### config.mk
export PLATFORM = sky130hd
export DESIGN_NAME = ahbl_i2s_tx
export DESIGN_NICKNAME = d
export VERILOG_FILES = /design/src/rtl/i2s_pkg.sv /design/src/rtl/i2s_tx_fifo.sv /design/src/rtl/ahbl_i2s_tx.sv
export SDC_FILE = /design/constraint.sdc
export NUM_CORES = 1
export LEC_CHECK = 0
export BUFFER_PORTS_ARGS = -buffer_cell sky130_fd_sc_hd__buf_2
export CELL_PAD_IN_SITES_DETAIL_PLACEMENT = 0
export CELL_PAD_IN_SITES_GLOBAL_PLACEMENT = 1
export CORE_AREA = 2 2 143 145
export CTS_CLUSTER_SIZE = 28
export DETAILED_ROUTE_END_ITERATION = 8
export DIE_AREA = 0 0 145 147
export PLACE_DENSITY = 0.82
export SYNTH_ARGS = -nofsm -noshare
export SYNTH_HDL_FRONTEND = slang
export SYNTH_SLANG_ARGS = --single-unit
### constraint.sdc
create_clock -name HCLK -period 2.7 [get_ports HCLK]
set_input_delay 0.405 -clock HCLK [delete_from_list [all_inputs] [get_ports HCLK]]
set_output_delay 0.405 -clock HCLK [all_outputs]
set_load 0.1 [all_outputs]
### src/rtl/i2s_pkg.sv
// Shared definitions for the I2S transmit/receive peripherals: register map,
// STATUS bit positions and frame geometry.
package i2s_pkg;

  localparam int unsigned FRAME_BITS = 32;
  localparam int unsigned BitCntW    = $clog2(FRAME_BITS);

  // Word offsets, decoded from HADDR[3:2]
  typedef enum logic [1:0] {
    RegData     = 2'd0,
    RegStatus   = 2'd1,
    RegCtrl     = 2'd2,
    RegPrescale = 2'd3
  } reg_addr_e;

  localparam int unsigned StatFull     = 0;
  localparam int unsigned StatEmpty    = 1;
  localparam int unsigned StatUnderrun = 2;
  localparam int unsigned StatOverflow = 3;
  localparam int unsigned StatLevelLsb = 4;

  // WS leads the channel by one bit: high for the last left bit through the
  // second-to-last right bit.
  function automatic logic ws_for_bit(input logic [BitCntW-1:0] cnt);
    return (cnt >= BitCntW'(15)) && (cnt <= BitCntW'(FRAME_BITS - 2));
  endfunction

endpackage

### src/rtl/i2s_tx_fifo.sv
// Synchronous first-word-fall-through FIFO holding packed stereo frames.
module i2s_tx_fifo #(
  parameter int unsigned Depth = 4,
  parameter int unsigned Width = 32
) (
  input  logic                     clk_i,
  input  logic                     rst_ni,
  input  logic                     push_i,
  input  logic [Width-1:0]         wdata_i,
  input  logic                     pop_i,
  output logic [Width-1:0]         rdata_o,
  output logic                     full_o,
  output logic                     empty_o,
  output logic [$clog2(Depth):0]   level_o
);

  localparam int unsigned PtrW = $clog2(Depth);

  logic [Width-1:0] mem_q [Depth];
  logic [PtrW-1:0]  wr_ptr_q, rd_ptr_q;
  logic [PtrW:0]    level_q, level_d;
  logic             do_push, do_pop;

  assign full_o  = (level_q == (PtrW + 1)'(Depth));
  assign empty_o = (level_q == '0);
  assign level_o = level_q;
  assign rdata_o = mem_q[rd_ptr_q];

  // A push into a full FIFO is accepted when a pop frees a slot this cycle
  assign do_pop  = pop_i & ~empty_o;
  assign do_push = push_i & (~full_o | do_pop);

  always_comb begin
    level_d = level_q;
    unique case ({do_push, do_pop})
      2'b10:   level_d = level_q + 1'b1;
      2'b01:   level_d = level_q - 1'b1;
      default: level_d = level_q;
    endcase
  end

  always_ff @(posedge clk_i or negedge rst_ni) begin
    if (!rst_ni) begin
      wr_ptr_q <= '0;
      rd_ptr_q <= '0;
      level_q  <= '0;
    end else begin
      if (do_push) wr_ptr_q <= wr_ptr_q + 1'b1;
      if (do_pop)  rd_ptr_q <= rd_ptr_q + 1'b1;
      level_q <= level_d;
    end
  end

  always_ff @(posedge clk_i) begin
    if (do_push) mem_q[wr_ptr_q] <= wdata_i;
  end

endmodule

### src/rtl/ahbl_i2s_tx.sv
// AHB-Lite slave feeding a stereo I2S transmitter: register block, frame FIFO,
// bit-clock divider and frame serialiser.
module ahbl_i2s_tx
  import i2s_pkg::*;
#(
  parameter int unsigned FIFO_DEPTH   = 4,
  parameter logic [7:0]  PRESCALE_RST = 8'd3
) (
  input  logic        HCLK,
  input  logic        HRESETn,
  input  logic [31:0] HADDR,
  input  logic [1:0]  HTRANS,
  input  logic [2:0]  HSIZE,
  input  logic        HWRITE,
  input  logic        HREADY,
  input  logic        HSEL,
  input  logic [31:0] HWDATA,
  output logic        HREADYOUT,
  output logic [31:0] HRDATA,
  output logic        i2s_clk,
  output logic        ws,
  output logic        sd
);

  localparam int unsigned LvlW = $clog2(FIFO_DEPTH) + 1;

  // Bus address/data phase
  logic      wr_q;
  reg_addr_e addr_q;
  logic      data_wr, status_wr, ctrl_wr, prescale_wr;
  logic      unused_bits;

  assign unused_bits = ^{HSIZE, HADDR[31:4], HADDR[1:0], HTRANS[0]};
  assign HREADYOUT   = 1'b1;

  always_ff @(posedge HCLK or negedge HRESETn) begin
    if (!HRESETn) begin
      wr_q   <= 1'b0;
      addr_q <= RegData;
    end else if (HREADY) begin
      wr_q <= HSEL & HTRANS[1] & HWRITE;
      if (HSEL && HTRANS[1]) addr_q <= reg_addr_e'(HADDR[3:2]);
    end
  end

  assign data_wr     = wr_q && (addr_q == RegData);
  assign status_wr   = wr_q && (addr_q == RegStatus);
  assign ctrl_wr     = wr_q && (addr_q == RegCtrl);
  assign prescale_wr = wr_q && (addr_q == RegPrescale);

  // Control/status registers
  logic       en_q, en_d;
  logic [7:0] prescale_q;
  logic       underrun_q, overflow_q;
  logic       underrun_evt, overflow_evt;

  assign en_d = ctrl_wr ? HWDATA[0] : en_q;

  always_ff @(posedge HCLK or negedge HRESETn) begin
    if (!HRESETn) begin
      en_q       <= 1'b0;
      prescale_q <= PRESCALE_RST;
      underrun_q <= 1'b0;
      overflow_q <= 1'b0;
    end else begin
      en_q <= en_d;
      if (prescale_wr) prescale_q <= HWDATA[7:0];
      // A fresh event wins over a simultaneous write-1-to-clear
      underrun_q <= (underrun_q & ~(status_wr & HWDATA[StatUnderrun])) | underrun_evt;
      overflow_q <= (overflow_q & ~(status_wr & HWDATA[StatOverflow])) | overflow_evt;
    end
  end

  // Frame FIFO
  logic [31:0]     fifo_rdata;
  logic            fifo_full, fifo_empty, fifo_pop;
  logic [LvlW-1:0] fifo_level;

  i2s_tx_fifo #(
    .Depth (FIFO_DEPTH),
    .Width (FRAME_BITS)
  ) u_fifo (
    .clk_i   (HCLK),
    .rst_ni  (HRESETn),
    .push_i  (data_wr),
    .wdata_i (HWDATA),
    .pop_i   (fifo_pop),
    .rdata_o (fifo_rdata),
    .full_o  (fifo_full),
    .empty_o (fifo_empty),
    .level_o (fifo_level)
  );

  // Bit clock divider and serialiser
  logic [7:0]         div_cnt_q, div_lim_q;
  logic               sck_q, ws_q, sd_q, loaded_q;
  logic [BitCntW-1:0] bit_cnt_q, bit_cnt_inc;
  logic [31:0]        shift_q, frame_word;
  logic               tick, fall, load;

  assign tick         = en_q && en_d && (div_cnt_q == div_lim_q);
  assign fall         = tick && sck_q;
  // The first falling edge after enable, and the edge closing bit 31, load a frame
  assign load         = fall && (!loaded_q || (bit_cnt_q == BitCntW'(FRAME_BITS - 1)));
  assign fifo_pop     = load && !fifo_empty;
  assign underrun_evt = load && fifo_empty;
  assign overflow_evt = data_wr && fifo_full && !fifo_pop;
  assign frame_word   = fifo_empty ? 32'h0 : fifo_rdata;
  assign bit_cnt_inc  = bit_cnt_q + 1'b1;

  always_ff @(posedge HCLK or negedge HRESETn) begin
    if (!HRESETn) begin
      div_cnt_q <= '0;
      div_lim_q <= PRESCALE_RST;
      sck_q     <= 1'b0;
      ws_q      <= 1'b0;
      sd_q      <= 1'b0;
      loaded_q  <= 1'b0;
      bit_cnt_q <= '0;
      shift_q   <= '0;
    end else if (!en_d) begin
      // Disabled: hold everything cleared; the divider limit tracks PRESCALE
      div_cnt_q <= '0;
      div_lim_q <= prescale_q;
      sck_q     <= 1'b0;
      ws_q      <= 1'b0;
      sd_q      <= 1'b0;
      loaded_q  <= 1'b0;
      bit_cnt_q <= '0;
      shift_q   <= '0;
    end else if (en_q) begin
      if (tick) begin
        div_cnt_q <= '0;
        div_lim_q <= prescale_q;
        sck_q     <= ~sck_q;
        if (load) begin
          sd_q      <= frame_word[31];
          shift_q   <= {frame_word[30:0], 1'b0};
          bit_cnt_q <= '0;
          ws_q      <= 1'b0;
          loaded_q  <= 1'b1;
        end else if (fall) begin
          sd_q      <= shift_q[31];
          shift_q   <= {shift_q[30:0], 1'b0};
          bit_cnt_q <= bit_cnt_inc;
          ws_q      <= ws_for_bit(bit_cnt_inc);
        end
      end else begin
        div_cnt_q <= div_cnt_q + 1'b1;
      end
    end
  end

  assign i2s_clk = sck_q;
  assign ws      = ws_q;
  assign sd      = sd_q;

  // Read mux
  logic [3:0] level_rd;

  always_comb begin
    level_rd = (32'(fifo_level) > 32'd15) ? 4'hF : 4'(fifo_level);
    HRDATA   = '0;
    unique case (addr_q)
      RegStatus: begin
        HRDATA[StatFull]                       = fifo_full;
        HRDATA[StatEmpty]                      = fifo_empty;
        HRDATA[StatUnderrun]                   = underrun_q;
        HRDATA[StatOverflow]                   = overflow_q;
        HRDATA[StatLevelLsb+3:StatLevelLsb]    = level_rd;
      end
      RegCtrl:     HRDATA[0]   = en_q;
      RegPrescale: HRDATA[7:0] = prescale_q;
      default:     HRDATA      = '0;
    endcase
  end

endmodule

## After elaboration in Yosys (flattened, before gate mapping)

Memories as Yosys holds them, arrays and structs flattened.
Index checks and enable logic that the tools add are counted.

| word-level totals | value |
|---|---|
| bits in registers | 78 |
| bits in writable memories | 128 |
| logic and storage cells | 119 |
| input port bits | 74 |
| memories kept | 1 |
| output and inout bits | 36 |

| cells by class | value |
|---|---|
| muxes and demuxes | 40 |
| add/subtract/negate cells | 6 |
| magnitude comparators | 2 |
| bitwise logic cells | 16 |
| eq/ne operators | 12 |
| reductions and logical operators | 25 |

Memory list:

| memory | words | width | read ports | clocked after memory_dff | wr ports | RTL line | text |
|---|---|---|---|---|---|---|---|
| u_fifo.mem_q | 4 | 32 | 1 | 0 | 1 | i2s_tx_fifo.sv:19 | `logic [Width-1:0] mem_q [Depth];` |

Operators by type and width:

| kind | number |
|---|---|
| $mux 32 | 6 |
| $mux 8 | 6 |
| $mux 5 | 5 |
| $mux 1 | 20 |
| $logic_and 1x1->1 | 14 |
| $pmux 7 s2 | 1 |
| $add 8x1->8 const B | 1 |
| $and 1x1->1 | 8 |
| $eq 8x8->1 | 1 |
| $eq 2x2->1 const B | 3 |
| $pmux 3 s2 | 1 |
| $reduce_and 3->1 | 2 |
| $add 5x1->5 const B | 1 |
| $eq 5x5->1 const B | 1 |
| $ge 5x4->1 const B | 1 |
| $le 5x5->1 const B | 1 |
| $not 1->1 | 5 |
| $add 2x1->2 const B | 2 |
| $eq 2x1->1 const B | 2 |
| $ne 2x1->1 const B | 2 |
| $reduce_and 2->1 | 2 |
| $add 3x1->3 const B | 1 |
| $eq 3x3->1 const B | 1 |
| $logic_not 1->1 | 3 |
| other kinds (9) | 11 |

## Depth between registers and ports, before layout

| logic depth | value |
|---|---|
| depth in word-level cells | 13 |
| mapped depth | 11 |
| gate-level depth less buffers | 11 |

## By module

From an unflattened synthesis, not the netlist that was laid out.

| unflattened totals | value |
|---|---|
| cell total of the unflattened synthesis | 618 |
| area, all modules | 9031.2 um^2 |

Modules (own cells, without submodules):

| module | cells an instance | sequential area each (um^2) | area an instance (um^2) | times used |
|---|---|---|---|---|
| i2s_tx_fifo | 222 | 4018.9 | 5128.7 | 1 |
| ahbl_i2s_tx | 396 | 1756.7 | 3902.5 | 1 |

## Worst setup path after synthesis

Ideal clock, no wire load.

| timing | value |
|---|---|
| path type | register -> output |
| from | register addr_q[1] |
| to | output port HRDATA[0] |
| arrival | 2.927 ns |
| path buffers | 2 |
| cell stages (with the launch flop) | 5 |
| slack | -0.632 ns |
| path through | dfrtp_1 -> buf_4 -> clkbuf_1 -> nand2_1 -> o21ai_0 |

| between the ends | value |
|---|---|
| cells in the longest elaborated chain, start to end | 2 |
| elaborated cells on any way between the ends | 4 |
| those cells by class | eq/ne (3); mux (1) |

RTL lines:

| item | RTL line | text |
|---|---|---|
| start: declaration | ahbl_i2s_tx.sv:29 | `reg_addr_e addr_q;` |
| start signal: assignment | ahbl_i2s_tx.sv:39 | `addr_q <= RegData;` |
| start signal: assignment | ahbl_i2s_tx.sv:42 | `if (HSEL && HTRANS[1]) addr_q <= reg_addr_e'(HADDR[3:2]);` |
| $eq 2x2->1 or $eq 2x1->1 (tied branches) | ahbl_i2s_tx.sv:164 | `unique case (addr_q)` |
| $pmux 1 s3 (*) | ahbl_i2s_tx.sv:164 |  |
| end: declaration | ahbl_i2s_tx.sv:19 | `output logic [31:0] HRDATA,` |

Every way passes the cells marked *; elsewhere a longest branch is shown, timed or not.

## Worst setup path after layout

| timing | value |
|---|---|
| from | register u_fifo.level_q[1], in the netlist u_fifo.level_o[1] |
| to | output port HRDATA[1] |

| between the ends | value |
|---|---|
| cells in the longest elaborated chain, start to end | 2 |

RTL lines:

| item | RTL line | text |
|---|---|---|
| start: declaration | i2s_tx_fifo.sv:21 | `logic [PtrW:0] level_q, level_d;` |
| start signal: assignment | i2s_tx_fifo.sv:50 | `level_q <= level_d;` |
| $logic_not 3->1 | i2s_tx_fifo.sv:25 | `assign empty_o = (level_q == '0);` |
| $pmux 7 s2 | ahbl_i2s_tx.sv:164 |  |

Every way passes these cells.

==> flow_summary_export.csv <==
group,metric,value,unit
run_status,result_of_the_run,"completed",
power_and_ir_drop,pwr-share-comb,17.1,%
finish,fill_cells,1635,
yosys,ys_top_cells_by_area,"edfxtp_1 45%, dfrtp_1 21%, mux4_2 8.4%, a221o_1 3.5%, and3_1 2.5%",
finish,layout.nets,687,
power_and_ir_drop,swShare,28.7,%
worst_hold_path,worstHoldPathType,"input pin to async pin",
finish,post-route-util,50.0,%
sta,rsz0062_at_grt,"no",
sta,timing.final.hold_violations,0,
cts,tritoncts,"built",
worst_setup_path,crit_path_start,"u_fifo.level_o[1]$_DFFE_PN0P_",
cts,cts-buffers-inserted,22,
floorplanning,row_cnt,52,
yosys,yosys_warnings,0,
yosys,synthArstFlopShare,37.6,%
worst_setup_path,worst_setup_path_end_kind,"output pin",
sta,slew_violations,0,
power_and_ir_drop,pwr_density_cell,819,nW/um^2
cts,cts.sink_count,205,
sta,clock-skew-final,0.0105,ns
finish,layout.cells.most_common_list,"128 x edfxtp_1, 72 x dfrtp_1, 49 x buf_2",
yosys,synthesis.area_per_instance,15.9,sq um
power_and_ir_drop,power.leakage,0.00401,uW
sta,timing.setup.tns,0,ns
finish,insertedDiodeCount,0,
route,route.detailed.wl_per_inst,17.6,microns
worst_setup_path,cp_data_arrival_time,2.14,ns
finish,syn_to_final_growth,15.6,%
yosys,netlist_area,8590,sq um
global_routing,overflow,0,
route,ant_nets,0,
worst_setup_path,rrSetupSlack,0.16,ns
floorplanning,floorplan.die.height,147,microns
worst_setup_path,startpoint_type,"flop",
sta,period_minus_ws_final,2.54,ns
yosys,synth.distinct_cells,49,
yosys,synth_top_area_share,44.8,%
global_routing,grt_antenna_before_repair,1,
yosys,synthFlopType,"edfxtp_1",
cts,count_of_buffers_added_by_post_cts_timing_repair_for_setup,0,
sta,minimum_setup_slack_in_the_final_design,0.156,ns
run,drv.max_cap_violation_count,0,
floorplanning,initial_utilization,43.3,%
yosys,synth.largest_area_cell,"edfxtp_1",
power_and_ir_drop,power_switching,2340,uW
finish,final_area,9930,sq um
worst_setup_path,crit_type,"flop to output pin",
worst_setup_path,critical_path_peak_fanout,4,
yosys,synth_edf_count,128,
power_and_ir_drop,peakVddDrop,754,uV
place,gp_routability_congestion,0.760,
global_routing,grt_first_pass_wirelength,25400,microns
yosys,synth.ff_latch_count,205,
sta,maximum_clock_frequency,393,MHz
global_routing,first_global_vias,4839,
sta,tightest_slew,0.976,ns
worst_setup_path,reg_to_reg_startpoint,"bit_cnt_q[0]$_DFFE_PN0P_",
yosys,yosysSeqAreaShare,67.3,%
place,post_dp_cell_area,9170,sq um
finish,regArea,5780,sq um
worst_setup_path,timing.critical_path.required,2.30,ns
cts,clock_pin_transition_on_the_worst_setup_and_hold_timing_paths,0.06,ns
floorplanning,io_pins,110,
sta,slew_headroom,34.9,%
route,drt_drc_violations_left,0,
floorplanning,design.die.area,21300,sq um
yosys,synthCells,540,
cts,clockBufferDepth,3,
floorplanning,core_area,19800,sq um
global_routing,gr-usage-all-layers,14.8,%
floorplanning,die_x,145,microns
cts,cts_max_level,1,
place,hpwl,9760,microns
worst_setup_path,reg2reg_to,"u_fifo.mem_q[0][18]$_DFFE_PP_",
route,routed_via_density,5.31,
cts,root_buffer,"clkbuf_16",
route,num_vias,4723,
route,firstDrtPassIters,4,
sta,min_period_over_period,94.2,%
finish,multiInputGateArea,2560,sq um
global_routing,pin_count_of_the_biggest_net_entering_global_routing,78,
finish,post_route_cells_drive_above_1_share,27.1,%
power_and_ir_drop,clock_power_share,36.8,%
cts,worstSkewPairLatency,0.49,ns
place,post-place-ws,0.127,ns
sta,report.final.setup_viol,0,
power_and_ir_drop,power_report.internal_total,5800,uW
sta,hold-worst-slack,0.0806,ns
place,place.port_buffers,50,
route,totalWireLength,15700,microns
power_and_ir_drop,seqPwrFrac,46.1,%
finish,final_common_cell,"edfxtp_1",
worst_setup_path,cell_count_of_the_worst_reg_to_reg_path,9,
route,drtIter0Drc,381,
==> cells by family after synthesis <==
group	Yosys count	synth area share, %
AO/OA/AOI/OAI	58	5.76
XOR/XNOR	20	2.04
adder cells (fa/ha/maj)	10	1.54
buffers and inverters	64	4.24
flip-flops	205	67.3
multiplexers	53	11.2
other	2	0.0875
AND/OR/NAND/NOR	128	7.90
==> what timing repair did <==
item	4_1_cts	5_1_grt
hold buffers	0	0
gates resized for setup	0	2
setup endpoints to repair	0	78
==> power groups by stage <==
stage	clock (uW)	combinational, uW	sequential, uW
2_1_floorplan	0	1110	3760
3_3_place_gp	0	1350	3790
3_5_place_dp	0	1400	3800
4_1_cts	3050	1400	3740
5_1_grt	3190	1530	3770
6_report	2990	1390	3750
==> worst max-delay path, cell delays in order (launching register included) <==
cell and delay (ns):
dfrtp_1 0.41, or3_1 0.43, o21ai_0 0.18, and2_1 0.18
buf_2 0.43
==> cells in the mapped netlist, types with 3 or more instances <==
library cell,instances
a21oi_1,6
and3_1,34
xor2_1,14
dfstp_2,4
buf_2,9
ha_1,9
nor2_1,13
dfrtp_1,73
edfxtp_1,128
mux2i_1,8
mux2_2,11
nand2_1,41
o21ai_0,5
inv_1,10
and2_1,7
buf_4,26
a22o_1,5
mux4_2,32
xnor2_1,6
a221o_1,30
nand4_1,3
clkbuf_1,16
nor2b_1,5
nand3_1,12
==> final cells by class <==
class / count / share of cell area, %
Clock buffer: 29 / 6.55
Clock inverter: 11 / 0.945
Inverter: 11 / 0.416
Multi-Input combinational cell: 294 / 25.7
Sequential cell: 205 / 58.2
Tap cell: 270 / 3.40
Timing Repair Buffer: 69 / 4.74
==> through the flow <==
step                cells  power, uW
floorplan             563       4870
global placement      849       5140
detailed placement    849       5200
CTS                   889       8200
global route          889       8490
finish                889       8130
==> per-layer routing <==
metal  up-vias  part of all wire, %  GRT usage (%)
li1       2138                    -              -
met1      2414                   42           18.9
met2       146                   51           26.1
met3        23                  4.7           2.86
met4         2                  1.9           4.11
met5         -                0.077              0
==> how the worst max path moves through the flow <==
stage / cells past startpoint / slack (ns) / to
after floorplan: 4 / 0.1 / HRDATA[2]
after global placement: 8 / 0.17 / u_fifo.mem_q[2][21]$_DFFE_PP_
after detailed placement: 10 / 0.13 / u_fifo.level_o[2]$_DFFE_PN0P_
after CTS: 10 / 0.11 / u_fifo.level_o[2]$_DFFE_PN0P_
after global routing: 8 / 0.02 / u_fifo.mem_q[0][18]$_DFFE_PP_
final: 4 / 0.16 / HRDATA[1]
==> flip-flops by register name (all words and copies together), names as in the netlist, 2 cells and up <==
signal,flops
u_fifo.wr_ptr_q,2
shift_q,31
addr_q,2
u_fifo.level_o,3
div_lim_q,8
u_fifo.mem_q,128
u_fifo.rd_ptr_q,2
bit_cnt_q,5
div_cnt_q,8
prescale_q,8
Power figures use the tool's default switching activity.
